===== src/rtl/fetch_queue_if.sv =====
// -----------------------------------------------------------------------------
// fetch_queue_if
//   Bundles the fetch-pack handshakes that sit between the instruction-fetch
//   front end, the fetch queue and the back end.
//
//   Signal groups:
//     io_i_flush               redirect flush into the queue
//     io_i_fetch_pack_*        enqueue side (front end -> queue), valid/ready
//     io_o_fetch_pack_*        dequeue side (queue -> back end), valid/ready
//     io_o_count               occupancy reported by the queue
//
//   Modports:
//     slave   - the fetch queue itself
//     master  - the surrounding logic (front end + back end) driving the queue
// -----------------------------------------------------------------------------
interface fetch_queue_if #(
   parameter int DEPTH = 4,
   parameter int PTR_W = $clog2(DEPTH)
);

   // Flush
   logic              io_i_flush;

   // Enqueue side
   logic              io_i_fetch_pack_valid;
   logic              io_i_fetch_pack_ready;
   logic [31:0]       io_i_fetch_pack_bits_pc;
   logic [31:0]       io_i_fetch_pack_bits_insts_0;
   logic [31:0]       io_i_fetch_pack_bits_insts_1;
   logic              io_i_fetch_pack_bits_branch_predict_packs_0_valid;
   logic              io_i_fetch_pack_bits_branch_predict_packs_0_is_branch;
   logic              io_i_fetch_pack_bits_branch_predict_packs_0_taken;
   logic [31:0]       io_i_fetch_pack_bits_branch_predict_packs_0_target;
   logic              io_i_fetch_pack_bits_branch_predict_packs_1_valid;
   logic              io_i_fetch_pack_bits_branch_predict_packs_1_is_branch;
   logic              io_i_fetch_pack_bits_branch_predict_packs_1_taken;
   logic [31:0]       io_i_fetch_pack_bits_branch_predict_packs_1_target;

   // Dequeue side
   logic              io_o_fetch_pack_valid;
   logic              io_o_fetch_pack_ready;
   logic [31:0]       io_o_fetch_pack_bits_pc;
   logic [31:0]       io_o_fetch_pack_bits_insts_0;
   logic [31:0]       io_o_fetch_pack_bits_insts_1;
   logic              io_o_fetch_pack_bits_branch_predict_packs_0_valid;
   logic              io_o_fetch_pack_bits_branch_predict_packs_0_is_branch;
   logic              io_o_fetch_pack_bits_branch_predict_packs_0_taken;
   logic [31:0]       io_o_fetch_pack_bits_branch_predict_packs_0_target;
   logic              io_o_fetch_pack_bits_branch_predict_packs_1_valid;
   logic              io_o_fetch_pack_bits_branch_predict_packs_1_is_branch;
   logic              io_o_fetch_pack_bits_branch_predict_packs_1_taken;
   logic [31:0]       io_o_fetch_pack_bits_branch_predict_packs_1_target;

   // Occupancy
   logic [PTR_W:0]    io_o_count;

   modport slave (
      input  io_i_flush,
      input  io_i_fetch_pack_valid,
      output io_i_fetch_pack_ready,
      input  io_i_fetch_pack_bits_pc,
      input  io_i_fetch_pack_bits_insts_0,
      input  io_i_fetch_pack_bits_insts_1,
      input  io_i_fetch_pack_bits_branch_predict_packs_0_valid,
      input  io_i_fetch_pack_bits_branch_predict_packs_0_is_branch,
      input  io_i_fetch_pack_bits_branch_predict_packs_0_taken,
      input  io_i_fetch_pack_bits_branch_predict_packs_0_target,
      input  io_i_fetch_pack_bits_branch_predict_packs_1_valid,
      input  io_i_fetch_pack_bits_branch_predict_packs_1_is_branch,
      input  io_i_fetch_pack_bits_branch_predict_packs_1_taken,
      input  io_i_fetch_pack_bits_branch_predict_packs_1_target,
      output io_o_fetch_pack_valid,
      input  io_o_fetch_pack_ready,
      output io_o_fetch_pack_bits_pc,
      output io_o_fetch_pack_bits_insts_0,
      output io_o_fetch_pack_bits_insts_1,
      output io_o_fetch_pack_bits_branch_predict_packs_0_valid,
      output io_o_fetch_pack_bits_branch_predict_packs_0_is_branch,
      output io_o_fetch_pack_bits_branch_predict_packs_0_taken,
      output io_o_fetch_pack_bits_branch_predict_packs_0_target,
      output io_o_fetch_pack_bits_branch_predict_packs_1_valid,
      output io_o_fetch_pack_bits_branch_predict_packs_1_is_branch,
      output io_o_fetch_pack_bits_branch_predict_packs_1_taken,
      output io_o_fetch_pack_bits_branch_predict_packs_1_target,
      output io_o_count
   );

   modport master (
      output io_i_flush,
      output io_i_fetch_pack_valid,
      input  io_i_fetch_pack_ready,
      output io_i_fetch_pack_bits_pc,
      output io_i_fetch_pack_bits_insts_0,
      output io_i_fetch_pack_bits_insts_1,
      output io_i_fetch_pack_bits_branch_predict_packs_0_valid,
      output io_i_fetch_pack_bits_branch_predict_packs_0_is_branch,
      output io_i_fetch_pack_bits_branch_predict_packs_0_taken,
      output io_i_fetch_pack_bits_branch_predict_packs_0_target,
      output io_i_fetch_pack_bits_branch_predict_packs_1_valid,
      output io_i_fetch_pack_bits_branch_predict_packs_1_is_branch,
      output io_i_fetch_pack_bits_branch_predict_packs_1_taken,
      output io_i_fetch_pack_bits_branch_predict_packs_1_target,
      input  io_o_fetch_pack_valid,
      output io_o_fetch_pack_ready,
      input  io_o_fetch_pack_bits_pc,
      input  io_o_fetch_pack_bits_insts_0,
      input  io_o_fetch_pack_bits_insts_1,
      input  io_o_fetch_pack_bits_branch_predict_packs_0_valid,
      input  io_o_fetch_pack_bits_branch_predict_packs_0_is_branch,
      input  io_o_fetch_pack_bits_branch_predict_packs_0_taken,
      input  io_o_fetch_pack_bits_branch_predict_packs_0_target,
      input  io_o_fetch_pack_bits_branch_predict_packs_1_valid,
      input  io_o_fetch_pack_bits_branch_predict_packs_1_is_branch,
      input  io_o_fetch_pack_bits_branch_predict_packs_1_taken,
      input  io_o_fetch_pack_bits_branch_predict_packs_1_target,
      input  io_o_count
   );

endinterface


===== src/rtl/fetch_queue.sv =====
// -----------------------------------------------------------------------------
// fetch_queue
//   Decoupling FIFO between the instruction-fetch front end and the back end.
//   Holds up to DEPTH fetch packs (PC, two instruction words, two branch
//   prediction packs) and presents the oldest one to the back end. A redirect
//   flush empties the queue in a single cycle.
//
//   Ports:
//     clk     - single clock, all state changes on the rising edge
//     resetn  - asynchronous active-low reset (deassertion synchronized
//               outside this block)
//     fq      - fetch_queue_if.slave: flush, enqueue handshake + pack fields,
//               dequeue handshake + pack fields, occupancy count
//
//   Behaviour notes:
//     - Full/empty come from the occupancy counter, never from comparing the
//       pointers, so head == tail is unambiguous.
//     - No bypass when empty and no pass-through when full: in_ready depends
//       only on the count, and every output is a function of registered state.
//     - Output fields are forced to zero while empty so stale storage never
//       leaks to the back end.
//     - Pack storage is not reset; only pointers and count are.
// -----------------------------------------------------------------------------
module fetch_queue #(
   parameter int DEPTH = 4,
   parameter int PTR_W = $clog2(DEPTH)
) (
   input  logic           clk,
   input  logic           resetn,
   fetch_queue_if.slave   fq
);

   // One branch-prediction pack: valid, is_branch, taken, target[31:0]
   localparam int BP_W    = 1 + 1 + 1 + 32;
   localparam int N_SLOTS = 2;
   // pc + two instruction words + two prediction packs = 166 bits
   localparam int ENTRY_W = 32 + N_SLOTS * 32 + N_SLOTS * BP_W;

   localparam logic [PTR_W:0] C_FULL = (PTR_W + 1)'(DEPTH);

   // -------------------------------------------------------------------------
   // State
   // -------------------------------------------------------------------------
   logic [ENTRY_W-1:0] r_mem [DEPTH];
   logic [PTR_W-1:0]   r_head;
   logic [PTR_W-1:0]   r_tail;
   logic [PTR_W:0]     r_count;

   // -------------------------------------------------------------------------
   // Pack assembly on the input side
   // -------------------------------------------------------------------------
   logic [BP_W-1:0]    w_in_bp   [N_SLOTS];
   logic [31:0]        w_in_inst [N_SLOTS];
   logic [ENTRY_W-1:0] w_in_pack;

   assign w_in_bp[0] = {fq.io_i_fetch_pack_bits_branch_predict_packs_0_valid,
                        fq.io_i_fetch_pack_bits_branch_predict_packs_0_is_branch,
                        fq.io_i_fetch_pack_bits_branch_predict_packs_0_taken,
                        fq.io_i_fetch_pack_bits_branch_predict_packs_0_target};
   assign w_in_bp[1] = {fq.io_i_fetch_pack_bits_branch_predict_packs_1_valid,
                        fq.io_i_fetch_pack_bits_branch_predict_packs_1_is_branch,
                        fq.io_i_fetch_pack_bits_branch_predict_packs_1_taken,
                        fq.io_i_fetch_pack_bits_branch_predict_packs_1_target};

   assign w_in_inst[0] = fq.io_i_fetch_pack_bits_insts_0;
   assign w_in_inst[1] = fq.io_i_fetch_pack_bits_insts_1;

   // Layout, MSB first: pc | inst0 | inst1 | bp0 | bp1
   assign w_in_pack[ENTRY_W-1 -: 32] = fq.io_i_fetch_pack_bits_pc;

   generate
      for (genvar gi = 0; gi < N_SLOTS; gi++) begin : g_in_slot
         assign w_in_pack[ENTRY_W-1-32-gi*32 -: 32] = w_in_inst[gi];
         assign w_in_pack[(N_SLOTS-1-gi)*BP_W +: BP_W] = w_in_bp[gi];
      end
   endgenerate

   // -------------------------------------------------------------------------
   // Handshake qualification
   // -------------------------------------------------------------------------
   logic w_in_ready;
   logic w_out_valid;
   logic w_enq;
   logic w_deq;

   assign w_in_ready  = (r_count != C_FULL);
   assign w_out_valid = (r_count != '0);

   // Flush wins over both sides: anything offered in the flush cycle is dropped.
   assign w_enq = fq.io_i_fetch_pack_valid && w_in_ready  && !fq.io_i_flush;
   assign w_deq = w_out_valid && fq.io_o_fetch_pack_ready && !fq.io_i_flush;

   // -------------------------------------------------------------------------
   // Storage: write-only on enqueue, never reset or cleared
   // -------------------------------------------------------------------------
   always_ff @(posedge clk) begin
      if (w_enq) begin
         r_mem[r_tail] <= w_in_pack;
      end
   end

   // -------------------------------------------------------------------------
   // Pointers and occupancy
   // -------------------------------------------------------------------------
   always_ff @(posedge clk or negedge resetn) begin
      if (!resetn) begin
         r_head  <= '0;
         r_tail  <= '0;
         r_count <= '0;
      end else if (fq.io_i_flush) begin
         r_head  <= '0;
         r_tail  <= '0;
         r_count <= '0;
      end else begin
         // Pointers are exactly PTR_W wide, so they wrap modulo DEPTH.
         if (w_enq) begin
            r_tail <= r_tail + 1'b1;
         end
         if (w_deq) begin
            r_head <= r_head + 1'b1;
         end
         case ({w_enq, w_deq})
            2'b10:   r_count <= r_count + 1'b1;
            2'b01:   r_count <= r_count - 1'b1;
            default: r_count <= r_count;
         endcase
      end
   end

   // -------------------------------------------------------------------------
   // Head presentation: zeroed while empty
   // -------------------------------------------------------------------------
   logic [ENTRY_W-1:0] w_head_pack;
   logic [BP_W-1:0]    w_out_bp   [N_SLOTS];
   logic [31:0]        w_out_inst [N_SLOTS];

   assign w_head_pack = w_out_valid ? r_mem[r_head] : '0;

   generate
      for (genvar gi = 0; gi < N_SLOTS; gi++) begin : g_out_slot
         assign w_out_inst[gi] = w_head_pack[ENTRY_W-1-32-gi*32 -: 32];
         assign w_out_bp[gi]   = w_head_pack[(N_SLOTS-1-gi)*BP_W +: BP_W];
      end
   endgenerate

   assign fq.io_i_fetch_pack_ready = w_in_ready;
   assign fq.io_o_fetch_pack_valid = w_out_valid;
   assign fq.io_o_count            = r_count;

   assign fq.io_o_fetch_pack_bits_pc      = w_head_pack[ENTRY_W-1 -: 32];
   assign fq.io_o_fetch_pack_bits_insts_0 = w_out_inst[0];
   assign fq.io_o_fetch_pack_bits_insts_1 = w_out_inst[1];

   assign fq.io_o_fetch_pack_bits_branch_predict_packs_0_valid     = w_out_bp[0][BP_W-1];
   assign fq.io_o_fetch_pack_bits_branch_predict_packs_0_is_branch = w_out_bp[0][BP_W-2];
   assign fq.io_o_fetch_pack_bits_branch_predict_packs_0_taken     = w_out_bp[0][BP_W-3];
   assign fq.io_o_fetch_pack_bits_branch_predict_packs_0_target    = w_out_bp[0][31:0];
   assign fq.io_o_fetch_pack_bits_branch_predict_packs_1_valid     = w_out_bp[1][BP_W-1];
   assign fq.io_o_fetch_pack_bits_branch_predict_packs_1_is_branch = w_out_bp[1][BP_W-2];
   assign fq.io_o_fetch_pack_bits_branch_predict_packs_1_taken     = w_out_bp[1][BP_W-3];
   assign fq.io_o_fetch_pack_bits_branch_predict_packs_1_target    = w_out_bp[1][31:0];

endmodule

===== src/flat_wrapper.sv =====
// flat-port wrapper written by rule: the top's interface ports become plain ports
module fetch_queue_flat 
#(
   parameter int DEPTH = 4,
   parameter int PTR_W = $clog2(DEPTH)
)
  (clk, resetn, fq_io_i_flush, fq_io_i_fetch_pack_valid, fq_io_i_fetch_pack_ready, fq_io_i_fetch_pack_bits_pc, fq_io_i_fetch_pack_bits_insts_0, fq_io_i_fetch_pack_bits_insts_1, fq_io_i_fetch_pack_bits_branch_predict_packs_0_valid, fq_io_i_fetch_pack_bits_branch_predict_packs_0_is_branch, fq_io_i_fetch_pack_bits_branch_predict_packs_0_taken, fq_io_i_fetch_pack_bits_branch_predict_packs_0_target, fq_io_i_fetch_pack_bits_branch_predict_packs_1_valid, fq_io_i_fetch_pack_bits_branch_predict_packs_1_is_branch, fq_io_i_fetch_pack_bits_branch_predict_packs_1_taken, fq_io_i_fetch_pack_bits_branch_predict_packs_1_target, fq_io_o_fetch_pack_valid, fq_io_o_fetch_pack_ready, fq_io_o_fetch_pack_bits_pc, fq_io_o_fetch_pack_bits_insts_0, fq_io_o_fetch_pack_bits_insts_1, fq_io_o_fetch_pack_bits_branch_predict_packs_0_valid, fq_io_o_fetch_pack_bits_branch_predict_packs_0_is_branch, fq_io_o_fetch_pack_bits_branch_predict_packs_0_taken, fq_io_o_fetch_pack_bits_branch_predict_packs_0_target, fq_io_o_fetch_pack_bits_branch_predict_packs_1_valid, fq_io_o_fetch_pack_bits_branch_predict_packs_1_is_branch, fq_io_o_fetch_pack_bits_branch_predict_packs_1_taken, fq_io_o_fetch_pack_bits_branch_predict_packs_1_target, fq_io_o_count);
  fetch_queue_if #(.DEPTH(DEPTH), .PTR_W(PTR_W)) fq_i ();
  input  logic clk;
  input  logic resetn;
  input wire logic [$bits(fq_i.io_i_flush)-1:0] fq_io_i_flush;
  input wire logic [$bits(fq_i.io_i_fetch_pack_valid)-1:0] fq_io_i_fetch_pack_valid;
  output wire logic [$bits(fq_i.io_i_fetch_pack_ready)-1:0] fq_io_i_fetch_pack_ready;
  input wire logic [$bits(fq_i.io_i_fetch_pack_bits_pc)-1:0] fq_io_i_fetch_pack_bits_pc;
  input wire logic [$bits(fq_i.io_i_fetch_pack_bits_insts_0)-1:0] fq_io_i_fetch_pack_bits_insts_0;
  input wire logic [$bits(fq_i.io_i_fetch_pack_bits_insts_1)-1:0] fq_io_i_fetch_pack_bits_insts_1;
  input wire logic [$bits(fq_i.io_i_fetch_pack_bits_branch_predict_packs_0_valid)-1:0] fq_io_i_fetch_pack_bits_branch_predict_packs_0_valid;
  input wire logic [$bits(fq_i.io_i_fetch_pack_bits_branch_predict_packs_0_is_branch)-1:0] fq_io_i_fetch_pack_bits_branch_predict_packs_0_is_branch;
  input wire logic [$bits(fq_i.io_i_fetch_pack_bits_branch_predict_packs_0_taken)-1:0] fq_io_i_fetch_pack_bits_branch_predict_packs_0_taken;
  input wire logic [$bits(fq_i.io_i_fetch_pack_bits_branch_predict_packs_0_target)-1:0] fq_io_i_fetch_pack_bits_branch_predict_packs_0_target;
  input wire logic [$bits(fq_i.io_i_fetch_pack_bits_branch_predict_packs_1_valid)-1:0] fq_io_i_fetch_pack_bits_branch_predict_packs_1_valid;
  input wire logic [$bits(fq_i.io_i_fetch_pack_bits_branch_predict_packs_1_is_branch)-1:0] fq_io_i_fetch_pack_bits_branch_predict_packs_1_is_branch;
  input wire logic [$bits(fq_i.io_i_fetch_pack_bits_branch_predict_packs_1_taken)-1:0] fq_io_i_fetch_pack_bits_branch_predict_packs_1_taken;
  input wire logic [$bits(fq_i.io_i_fetch_pack_bits_branch_predict_packs_1_target)-1:0] fq_io_i_fetch_pack_bits_branch_predict_packs_1_target;
  output wire logic [$bits(fq_i.io_o_fetch_pack_valid)-1:0] fq_io_o_fetch_pack_valid;
  input wire logic [$bits(fq_i.io_o_fetch_pack_ready)-1:0] fq_io_o_fetch_pack_ready;
  output wire logic [$bits(fq_i.io_o_fetch_pack_bits_pc)-1:0] fq_io_o_fetch_pack_bits_pc;
  output wire logic [$bits(fq_i.io_o_fetch_pack_bits_insts_0)-1:0] fq_io_o_fetch_pack_bits_insts_0;
  output wire logic [$bits(fq_i.io_o_fetch_pack_bits_insts_1)-1:0] fq_io_o_fetch_pack_bits_insts_1;
  output wire logic [$bits(fq_i.io_o_fetch_pack_bits_branch_predict_packs_0_valid)-1:0] fq_io_o_fetch_pack_bits_branch_predict_packs_0_valid;
  output wire logic [$bits(fq_i.io_o_fetch_pack_bits_branch_predict_packs_0_is_branch)-1:0] fq_io_o_fetch_pack_bits_branch_predict_packs_0_is_branch;
  output wire logic [$bits(fq_i.io_o_fetch_pack_bits_branch_predict_packs_0_taken)-1:0] fq_io_o_fetch_pack_bits_branch_predict_packs_0_taken;
  output wire logic [$bits(fq_i.io_o_fetch_pack_bits_branch_predict_packs_0_target)-1:0] fq_io_o_fetch_pack_bits_branch_predict_packs_0_target;
  output wire logic [$bits(fq_i.io_o_fetch_pack_bits_branch_predict_packs_1_valid)-1:0] fq_io_o_fetch_pack_bits_branch_predict_packs_1_valid;
  output wire logic [$bits(fq_i.io_o_fetch_pack_bits_branch_predict_packs_1_is_branch)-1:0] fq_io_o_fetch_pack_bits_branch_predict_packs_1_is_branch;
  output wire logic [$bits(fq_i.io_o_fetch_pack_bits_branch_predict_packs_1_taken)-1:0] fq_io_o_fetch_pack_bits_branch_predict_packs_1_taken;
  output wire logic [$bits(fq_i.io_o_fetch_pack_bits_branch_predict_packs_1_target)-1:0] fq_io_o_fetch_pack_bits_branch_predict_packs_1_target;
  output wire logic [$bits(fq_i.io_o_count)-1:0] fq_io_o_count;
  assign fq_i.io_i_flush = fq_io_i_flush;
  assign fq_i.io_i_fetch_pack_valid = fq_io_i_fetch_pack_valid;
  assign fq_io_i_fetch_pack_ready = fq_i.io_i_fetch_pack_ready;
  assign fq_i.io_i_fetch_pack_bits_pc = fq_io_i_fetch_pack_bits_pc;
  assign fq_i.io_i_fetch_pack_bits_insts_0 = fq_io_i_fetch_pack_bits_insts_0;
  assign fq_i.io_i_fetch_pack_bits_insts_1 = fq_io_i_fetch_pack_bits_insts_1;
  assign fq_i.io_i_fetch_pack_bits_branch_predict_packs_0_valid = fq_io_i_fetch_pack_bits_branch_predict_packs_0_valid;
  assign fq_i.io_i_fetch_pack_bits_branch_predict_packs_0_is_branch = fq_io_i_fetch_pack_bits_branch_predict_packs_0_is_branch;
  assign fq_i.io_i_fetch_pack_bits_branch_predict_packs_0_taken = fq_io_i_fetch_pack_bits_branch_predict_packs_0_taken;
  assign fq_i.io_i_fetch_pack_bits_branch_predict_packs_0_target = fq_io_i_fetch_pack_bits_branch_predict_packs_0_target;
  assign fq_i.io_i_fetch_pack_bits_branch_predict_packs_1_valid = fq_io_i_fetch_pack_bits_branch_predict_packs_1_valid;
  assign fq_i.io_i_fetch_pack_bits_branch_predict_packs_1_is_branch = fq_io_i_fetch_pack_bits_branch_predict_packs_1_is_branch;
  assign fq_i.io_i_fetch_pack_bits_branch_predict_packs_1_taken = fq_io_i_fetch_pack_bits_branch_predict_packs_1_taken;
  assign fq_i.io_i_fetch_pack_bits_branch_predict_packs_1_target = fq_io_i_fetch_pack_bits_branch_predict_packs_1_target;
  assign fq_io_o_fetch_pack_valid = fq_i.io_o_fetch_pack_valid;
  assign fq_i.io_o_fetch_pack_ready = fq_io_o_fetch_pack_ready;
  assign fq_io_o_fetch_pack_bits_pc = fq_i.io_o_fetch_pack_bits_pc;
  assign fq_io_o_fetch_pack_bits_insts_0 = fq_i.io_o_fetch_pack_bits_insts_0;
  assign fq_io_o_fetch_pack_bits_insts_1 = fq_i.io_o_fetch_pack_bits_insts_1;
  assign fq_io_o_fetch_pack_bits_branch_predict_packs_0_valid = fq_i.io_o_fetch_pack_bits_branch_predict_packs_0_valid;
  assign fq_io_o_fetch_pack_bits_branch_predict_packs_0_is_branch = fq_i.io_o_fetch_pack_bits_branch_predict_packs_0_is_branch;
  assign fq_io_o_fetch_pack_bits_branch_predict_packs_0_taken = fq_i.io_o_fetch_pack_bits_branch_predict_packs_0_taken;
  assign fq_io_o_fetch_pack_bits_branch_predict_packs_0_target = fq_i.io_o_fetch_pack_bits_branch_predict_packs_0_target;
  assign fq_io_o_fetch_pack_bits_branch_predict_packs_1_valid = fq_i.io_o_fetch_pack_bits_branch_predict_packs_1_valid;
  assign fq_io_o_fetch_pack_bits_branch_predict_packs_1_is_branch = fq_i.io_o_fetch_pack_bits_branch_predict_packs_1_is_branch;
  assign fq_io_o_fetch_pack_bits_branch_predict_packs_1_taken = fq_i.io_o_fetch_pack_bits_branch_predict_packs_1_taken;
  assign fq_io_o_fetch_pack_bits_branch_predict_packs_1_target = fq_i.io_o_fetch_pack_bits_branch_predict_packs_1_target;
  assign fq_io_o_count = fq_i.io_o_count;
  fetch_queue #(.DEPTH(DEPTH), .PTR_W(PTR_W)) u_core (.clk(clk), .resetn(resetn), .fq(fq_i));
endmodule

===== config.mk =====
export PLATFORM = sky130hd
export DESIGN_NAME = fetch_queue_flat
export DESIGN_NICKNAME = d
export VERILOG_FILES = /design/src/rtl/fetch_queue_if.sv /design/src/rtl/fetch_queue.sv /design/src/flat_wrapper.sv
export SDC_FILE = /design/constraint.sdc
export NUM_CORES = 1
export LEC_CHECK = 0
export ABC_AREA = 1
export CORE_MARGIN = 4
export CORE_UTILIZATION = 54
export CTS_CLUSTER_DIAMETER = 200
export DETAILED_ROUTE_END_ITERATION = 16
export DONT_BUFFER_PORTS = 1
export PLACE_DENSITY_LB_ADDON = 0.2
export SLEW_MARGIN = 20
export SYNTH_ARGS = -nofsm -noshare
export SYNTH_HDL_FRONTEND = slang
export SYNTH_SLANG_ARGS = --single-unit
export TNS_END_PERCENT = 100

===== constraint.sdc =====
create_clock -name clk -period 20.8 [get_ports clk]
set_input_delay 2.08 -clock clk [delete_from_list [all_inputs] [get_ports clk]]
set_output_delay 2.08 -clock clk [all_outputs]
set_load 0.03 [all_outputs]

==> metrics.md, run 1 <==
| Metric | Value |
|---|---|
| Status | complete, no violations |
| Max-cap check violation count | 0 |
| Static leakage | 9.32 nW |
| Max-slew violation count | 0 |
| Core area | 47700 µm² |
| FF+latch count, synth | approximately 670 |
| CP Max Fanout | 88 |
| Area of the multi-input gates | 5260 µm² |
| DP HPWL | 32.6 mm |
| First-pass detailed-route iteration total | 5 |
| Synth top area share | 76.5% |
| Highest-count cells in the layout ignoring fill and taps | nor2_1 (666), edfxtp_1 (664), o21ai_1 (203) |
| Worst slew pin tran | 1.18 ns |
| First-pass GRT wire length | 89.3 mm |
| Slew HR | 21.6% |
| Gate Count Post-Synth | 2020 |
| Top cells by area, synth | edfxtp_1 (76%), nor2_1 (9.6%), o21ai_1 (3.9%) |
| WL/cell | 22.2 µm |
| Root Driver | clkbuf_16 |
| Clock insertion delay at the later pin of the skew report | 0.58 ns |
| Syn_area_per_cell | 12.9 µm² |
| Clk slew on worst S/H paths | 0.06 ns |
| Number of H-tree levels | 3 |
| Post-synthesis net count | 2196 |
| Setup violations, final | 0 |
| Worst setup EP type | output pin |
| Crit share post-route | 31.3% |
| DRT antenna net count | 0 |
| Sink Count | roughly 670 |
| Total power | 3.87 mW |
| Unrepaired setup endpoints after global routing | false |
| Gr usage total | 22.2% |
| Remaining DRCs | 0 |
| FF+latch area | 20100 µm² |
| Nets | 2160 |
| Startpoint Class | flop |
| Vias per cell | ~5.7 |
| Synth warn | 0 |
| Row count | 80 |
| Commonest non-fill, non-tap cell in the layout | nor2_1 |
| # fillers | between 3000 and 4000 |
| Initial antenna violation count | 0 |
| Final setup TNS | 0 ns |
| PwrDens | between 100 and 150 nW/µm² |
| Area Growth Syn to Fin | 8.98% |
| Die width | 228 µm |
| WL final | 58.8 mm |
| Final core utilization | 59.5% |
| Total grt overflow | 0 |
| CP Data Required Time | 18.72 ns |
| Min-Delay Path Class | flop to flop |
| Port Buf Inserts | 0 |
| Max clock buf depth | 3 |
| Largest net degree at the start of global routing | 137 |
| Total CTS buffers | 68 |
| Netlist Area Pre-Place | 26100 µm² |
| Via count | 15000 |
| Layout cells sized above 1 | 5.91% |
| Setup repair bufs after CTS | 0 |
| Hold Vio Cnt, Final | 0 |
| Worst Skew | 0.0172 ns |
| Die Span Y | 228 µm |
| IR Drop Worst-Case VDD | 0.318 mV |
| PnR worst setup slack | 14.30 ns |
| GPL Wtd Cong | ~0.76 |
| DRT iter0 DRCs | 1242 |
| CTS tree | yes |
| Sequential-to-total area share from yosys stat | 77.2% |
| Critical Path AT | 4.42 ns |
| Die area | 51900 µm² |
| Minimum clock period | 6.50 ns |
| Vias in the first global route | 14500 |
| Initial Util | between 50% and 60% |
| Minimum hold slack | ~0.62 ns |
| Kind of critical path | flop to output pin |
| I/O pins | 342 |
| Post-CTS sizing | 0 |
| Fmax | 154 MHz |
| Setup Slack @ Placement | about 15 ns |
| Netlist cell types | 23 |
| # hold bufs at CTS | 0 |
| Synth area leader | edfxtp_1 |
==> critical path: stages (launching register included) <==
cell and delay [ns]:
dfrtp_4 1.02, buf_4 0.83, buf_4 0.87, nor2_1 0.12
nor2_1 0.11, o21ai_0 0.09, a21oi_1 0.69
==> synth_stat cells <==
cell type / instances
a21boi_0: 1
a21oi_1: 169
buf_1: 5
buf_2: 72
buf_4: 11
buf_6: 5
clkbuf_1: 18
clkbuf_2: 17
dfrtp_1: 7
edfxtp_1: 664
fa_1: 1
ha_1: 4
inv_1: 12
inv_2: 1
inv_4: 1
nand2_1: 21
nand2_2: 1
nand3_1: 2
nor2_1: 670
nor2_2: 1
o21ai_0: 133
o21ai_1: 203
xnor2_1: 1
==> cell families (layout without fill, tap and decap cells) <==
| kind of cell | count (synthesis) | after routing | share of synthesized area [%] |
|---|---|---|---|
| buf+inv | 142 | 154 | 2.78 |
| compound gates | 506 | 506 | 9.72 |
| flops | 671 | 671 | 77.2 |
| fa+ha+maj | 5 | 5 | 0.269 |
| other cells | 0 | 1 | 0 |
| simple gates | 695 | 695 | 10.0 |
| xor+xnor | 1 | 1 | 0.0336 |
==> sequential cells by signal, summed over array words and instances, names as in the netlist <==
| name | cells |
|---|---|
| u_core.r_mem | 664 |
| u_core.r_head | 2 |
| u_core.r_tail | 2 |
| u_core.fq.io_o_count | 3 |
==> per-stage QoR <==
stage / instance area (µm²) / std cells
CTS: 28400 / 2647
detailed placement: 26400 / 2529
floorplan: 26100 / 2020
finish: 28400 / 2648
global placement: 26400 / 2528
global route: 28400 / 2647
==> power breakdown <==
group	total (mW)	switching [mW]	internal, mW
logic	1.15	0.975	0.173
registers	1.61	0.0461	1.57
clock network	1.11	0.473	0.637
total	3.87	1.49	2.38
==> per-layer routing <==
| layer | wire (µm) | global-route usage [%] | vias up |
|---|---|---|---|
| li1 | - | - | 7104 |
| met1 | 24100 | 29.4 | 7379 |
| met2 | 28200 | 34.9 | 488 |
| met3 | 5210 | 7.90 | 76 |
| met4 | 1370 | 6.93 | 0 |
| met5 | 0 | 0 | - |
==> path summary, 6_finish.rpt <==
check / start / end / slack (ns) / cells after the start
max in group asynchronous: resetn / u_core.r_head[1]$_DFFE_PN0P_ / 19.53 / 0
setup reg to reg: u_core.fq.io_o_count[0]$_DFFE_PN0P_ / u_core.r_mem[3][72]$_DFFE_PP_ / 16.82 / 8
min in group asynchronous: resetn / u_core.r_tail[1]$_DFFE_PN0P_ / 1.19 / 0
hold / removal: u_core.r_tail[1]$_DFFE_PN0P_ / u_core.r_tail[1]$_DFFE_PN0P_ / 0.62 / 2
hold reg to reg: u_core.r_tail[1]$_DFFE_PN0P_ / u_core.r_tail[1]$_DFFE_PN0P_ / 0.62 / 2
setup / recovery: u_core.r_head[0]$_DFFE_PN0P_ / fq_io_o_fetch_pack_bits_insts_1[30] / 14.30 / 6
==> final cells by class <==
| type | count | area share (%) |
|---|---|---|
| Timing Repair Buffer | 22 | 0.625 |
| Sequential cell | 671 | 70.8 |
| Inverter | 14 | 0.247 |
| Tap cell | 615 | 2.71 |
| Clock inverter | 30 | 0.564 |
| Multi-Input combinational cell | 1207 | 18.5 |
| Antenna cell | 1 | 0.00881 |
| Clock buffer | 88 | 6.51 |
(Power assumes the default switching activity.)
==> inputs of run 2 (changes only) <==
Clock period 20.8 ns to 6.4 ns, I/O delays scaled along.
==> run 2 against run 1 <==
  * Clock skew increased by 0.0030 ns
  * Count of clock-buffer cells in the layout up 1
  * Highest routed layer unchanged
  * Combinational power rose to 3.3 times the previous value
  * Power increased to 3.3 times the previous value
  * Setup slack lost 12 ns
  * Die area did not move
  * Utilization rose by 0.35 points
  * Sequential share of layout area shrank 0.42 points
==> metrics.md, run 2 (synthesis results as in run 1) <==
| Metric | Value |
|---|---|
| Status | complete, no violations |
| Setup violations, final | 0 (unchanged) |
| Total grt overflow | 0 (unchanged) |
| I/O pins | 342 (unchanged) |
| GPL Wtd Cong | 0.775 (+1.7%) |
| Slowest cell on crit path | a21oi_1 |
| Dpl cells | 2529 (unchanged) |
| CP Max Fanout | 206 (+130%) |
| Commonest non-fill, non-tap cell in the layout | nor2_1 |
| Clk slew on worst S/H paths | 0.06 ns (about the same) |
| Initial antenna violation count | 0 (unchanged) |
| Number of H-tree levels | 3 (unchanged) |
| Root Driver | clkbuf_16 |
| Worst r2r dst | u_core.r_mem[0][93]$_DFFE_PP_ |
| WL final | 59.0 mm (+0.28%) |
| Met2 Use GR | 36.1% (+1.2 points) |
| Total CTS buffers | 67 (-1.5%) |
| Highest-count cells in the layout ignoring fill and taps | nor2_1 (666), edfxtp_1 (664), o21ai_1 (203) |
| Final core utilization | 59.9% (+0.35 points) |
| Area Growth Syn to Fin | 9.63% |
| IR Drop Worst-Case VDD | 0.334 mV (+5.1%) |
| CP Capture Point | fq_io_o_fetch_pack_bits_pc[16] |
| Max reg flops | 664 (unchanged) |
| Fmax | 230 MHz |
| Minimum hold slack | 0.139 ns (-0.486 ns) |
| Worst slew pin tran | 1.13 ns (-0.0536 ns) |
| Final setup TNS | 0 ns (unchanged) |
| First-pass detailed-route iteration total | 5 (unchanged) |
| Vias in the first global route | 14500 (+0.39%) |
| PnR worst setup slack | 2.04 ns (-12.25 ns) |
| Max-slew violation count | 0 (unchanged) |
| GR Util met3 | 8.22% (+0.32 points) |
| WL/cell | 22.3 µm (+0.43%) |
| Crit-path cells | clkinv_8, buf_4, o21ai_1, a21oi_1 |
| DP HPWL | 32.9 mm (+1.1%) |
| Sink Count | 671 (unchanged) |
| Die Span Y | 228 µm (unchanged) |
| Gr usage total | 22.0% (-0.18 points) |
| Via count | 15200 (+0.94%) |
| Static leakage | 9.38 nW (+0.66%) |
| Grt met1 use | 27.8% (-1.6 points) |
| Core area | 47700 µm² (unchanged) |
| Unrepaired setup endpoints after global routing | false |
| Vias per cell | 5.74 (+1.1%) |
| PwrDens | 447 nW/µm² (+230%) |
| Layer with the highest usage | met2 |
| Worst reg-to-reg path cell count | 8 (unchanged) |
| Clock insertion delay at the later pin of the skew report | 0.59 ns (about the same) |
| Slowest cell delay on critical path | 0.79 ns (-0.23 ns) |
| Setup crit start | u_core.r_head[0]$_DFFE_PN0P_ |
| DRT antenna net count | 0 (unchanged) |
| Largest net degree at the start of global routing | 207 (+51%) |
| Setup Slack @ Placement | 2.56 ns (-12.34 ns) |
| Max clock buf depth | 3 (unchanged) |
| Worst setup EP type | output pin |
| Crit share post-route | 68.0% |
| # fillers | 3644 (+0.58%) |
| CP Data Required Time | 5.76 ns (-12.96 ns) |
| Worst hold stages | 0 (-2) |
| Slew HR | 25.2% (+3.6 points) |
| CTS tree | yes |
| Remaining DRCs | 0 (unchanged) |
| Setup repair bufs after CTS | 0 (unchanged) |
| Max-cap check violation count | 0 (unchanged) |
| Port Buf Inserts | 0 (unchanged) |
| Critical Path AT | 3.72 ns (-0.70 ns) |
| Min-Delay Path Class | primary input to flop |
| First-pass GRT wire length | 88.3 mm (-1.1%) |
| Startpoint Class | flop |
| Reg2reg setup slack | 2.91 ns (-13.91 ns) |
| Initial Util | 54.6% (unchanged) |
| Nets | 2160 (unchanged) |
| Post-route insts no fill | 2644 (-0.15%) |
| Die width | 228 µm (unchanged) |
| Largest Register | u_core.r_mem |
| Kind of critical path | flop to output pin |
| DRT iter0 DRCs | 1189 (-4.3%) |
| Row count | 80 (unchanged) |
| Reg-to-Reg Start | u_core.fq.io_o_count[0]$_DFFE_PN0P_ |
| Layout cells sized above 1 | 6.06% (+0.16 points) |
| Die area | 51900 µm² (unchanged) |
| Worst Skew | 0.0202 ns (+0.00301 ns) |
| Minimum clock period | 4.36 ns |
| Antenna Cells | 0 (-1) |
| Hold Vio Cnt, Final | 0 (unchanged) |
run 2: cell types whose count changed in the layout (fill, tap and decap cells not counted), moves of 2 or more:
cell | before | now
clkinv_1 | 15 | 9
clkbuf_8 | 1 | 3
buf_12 | 1 | 5
bufinv_16 | 1 | 5
clkinv_2 | 13 | 10
buf_4 | 21 | 17
run 2: area by class of cell:
class	count	area [µm²]	share of cell area, %
timing repair buffer	23	238	0.832
clock buffer	89	1870	6.56
inverter	14	75.1	0.263
sequential	671	20100	70.4
tap	615	769	2.69
clock inverter	25	243	0.849
multi-input combinational	1207	5260	18.4
run 2: worst min path at each step:
stage / start / to / slack [ns]
2_1_floorplan: resetn / u_core.fq.io_o_count[0]$_DFFE_PN0P_ / 0.34
3_3_place_gp: resetn / u_core.r_head[1]$_DFFE_PN0P_ / 0.34
3_5_place_dp: resetn / u_core.fq.io_o_count[2]$_DFFE_PN0P_ / 0.34
4_1_cts: fq_io_i_fetch_pack_bits_branch_predict_packs_1_target[3] / u_core.r_mem[0][3]$_DFFE_PP_ / 0.10
5_1_grt: fq_io_i_fetch_pack_bits_branch_predict_packs_1_target[4] / u_core.r_mem[1][4]$_DFFE_PP_ / 0.11
6_report: fq_io_i_fetch_pack_bits_pc[18] / u_core.r_mem[0][152]$_DFFE_PP_ / 0.14
run 2: metrics by stage:
stage | instance area (µm²) | total power, mW
2_1_floorplan | 26100 | 8.43
3_3_place_gp | 26400 | 9.08
3_5_place_dp | 26400 | 9.13
4_1_cts | 28600 | 12.9
5_1_grt | 28600 | 13.3
6_report | 28600 | 12.8
run 2: critical path, delay by kind of cell (launching register included):
family          cells  cell delay [ns]
compound gates      2             0.93
buf+inv             2             1.19
flops               1             0.75
run 2: power breakdown:
group	switching (mW)	leakage [nW]	internal, mW
Clock	1.53	1.04	2.25
Combinational	3.20	2.22	0.575
Sequential	0.138	6.12	5.10
run 2: routing by layer:
metal	up-vias	part of all wire, %
li1	7101	-
met1	7514	39
met2	494	49
met3	80	9.8
met4	0	2.2
met5	-	0
run 2: timing repair:
action                                 CTS  global route
resized for setup                        0             0
hold buffers                             1             0
endpoints found under the hold margin    7             0
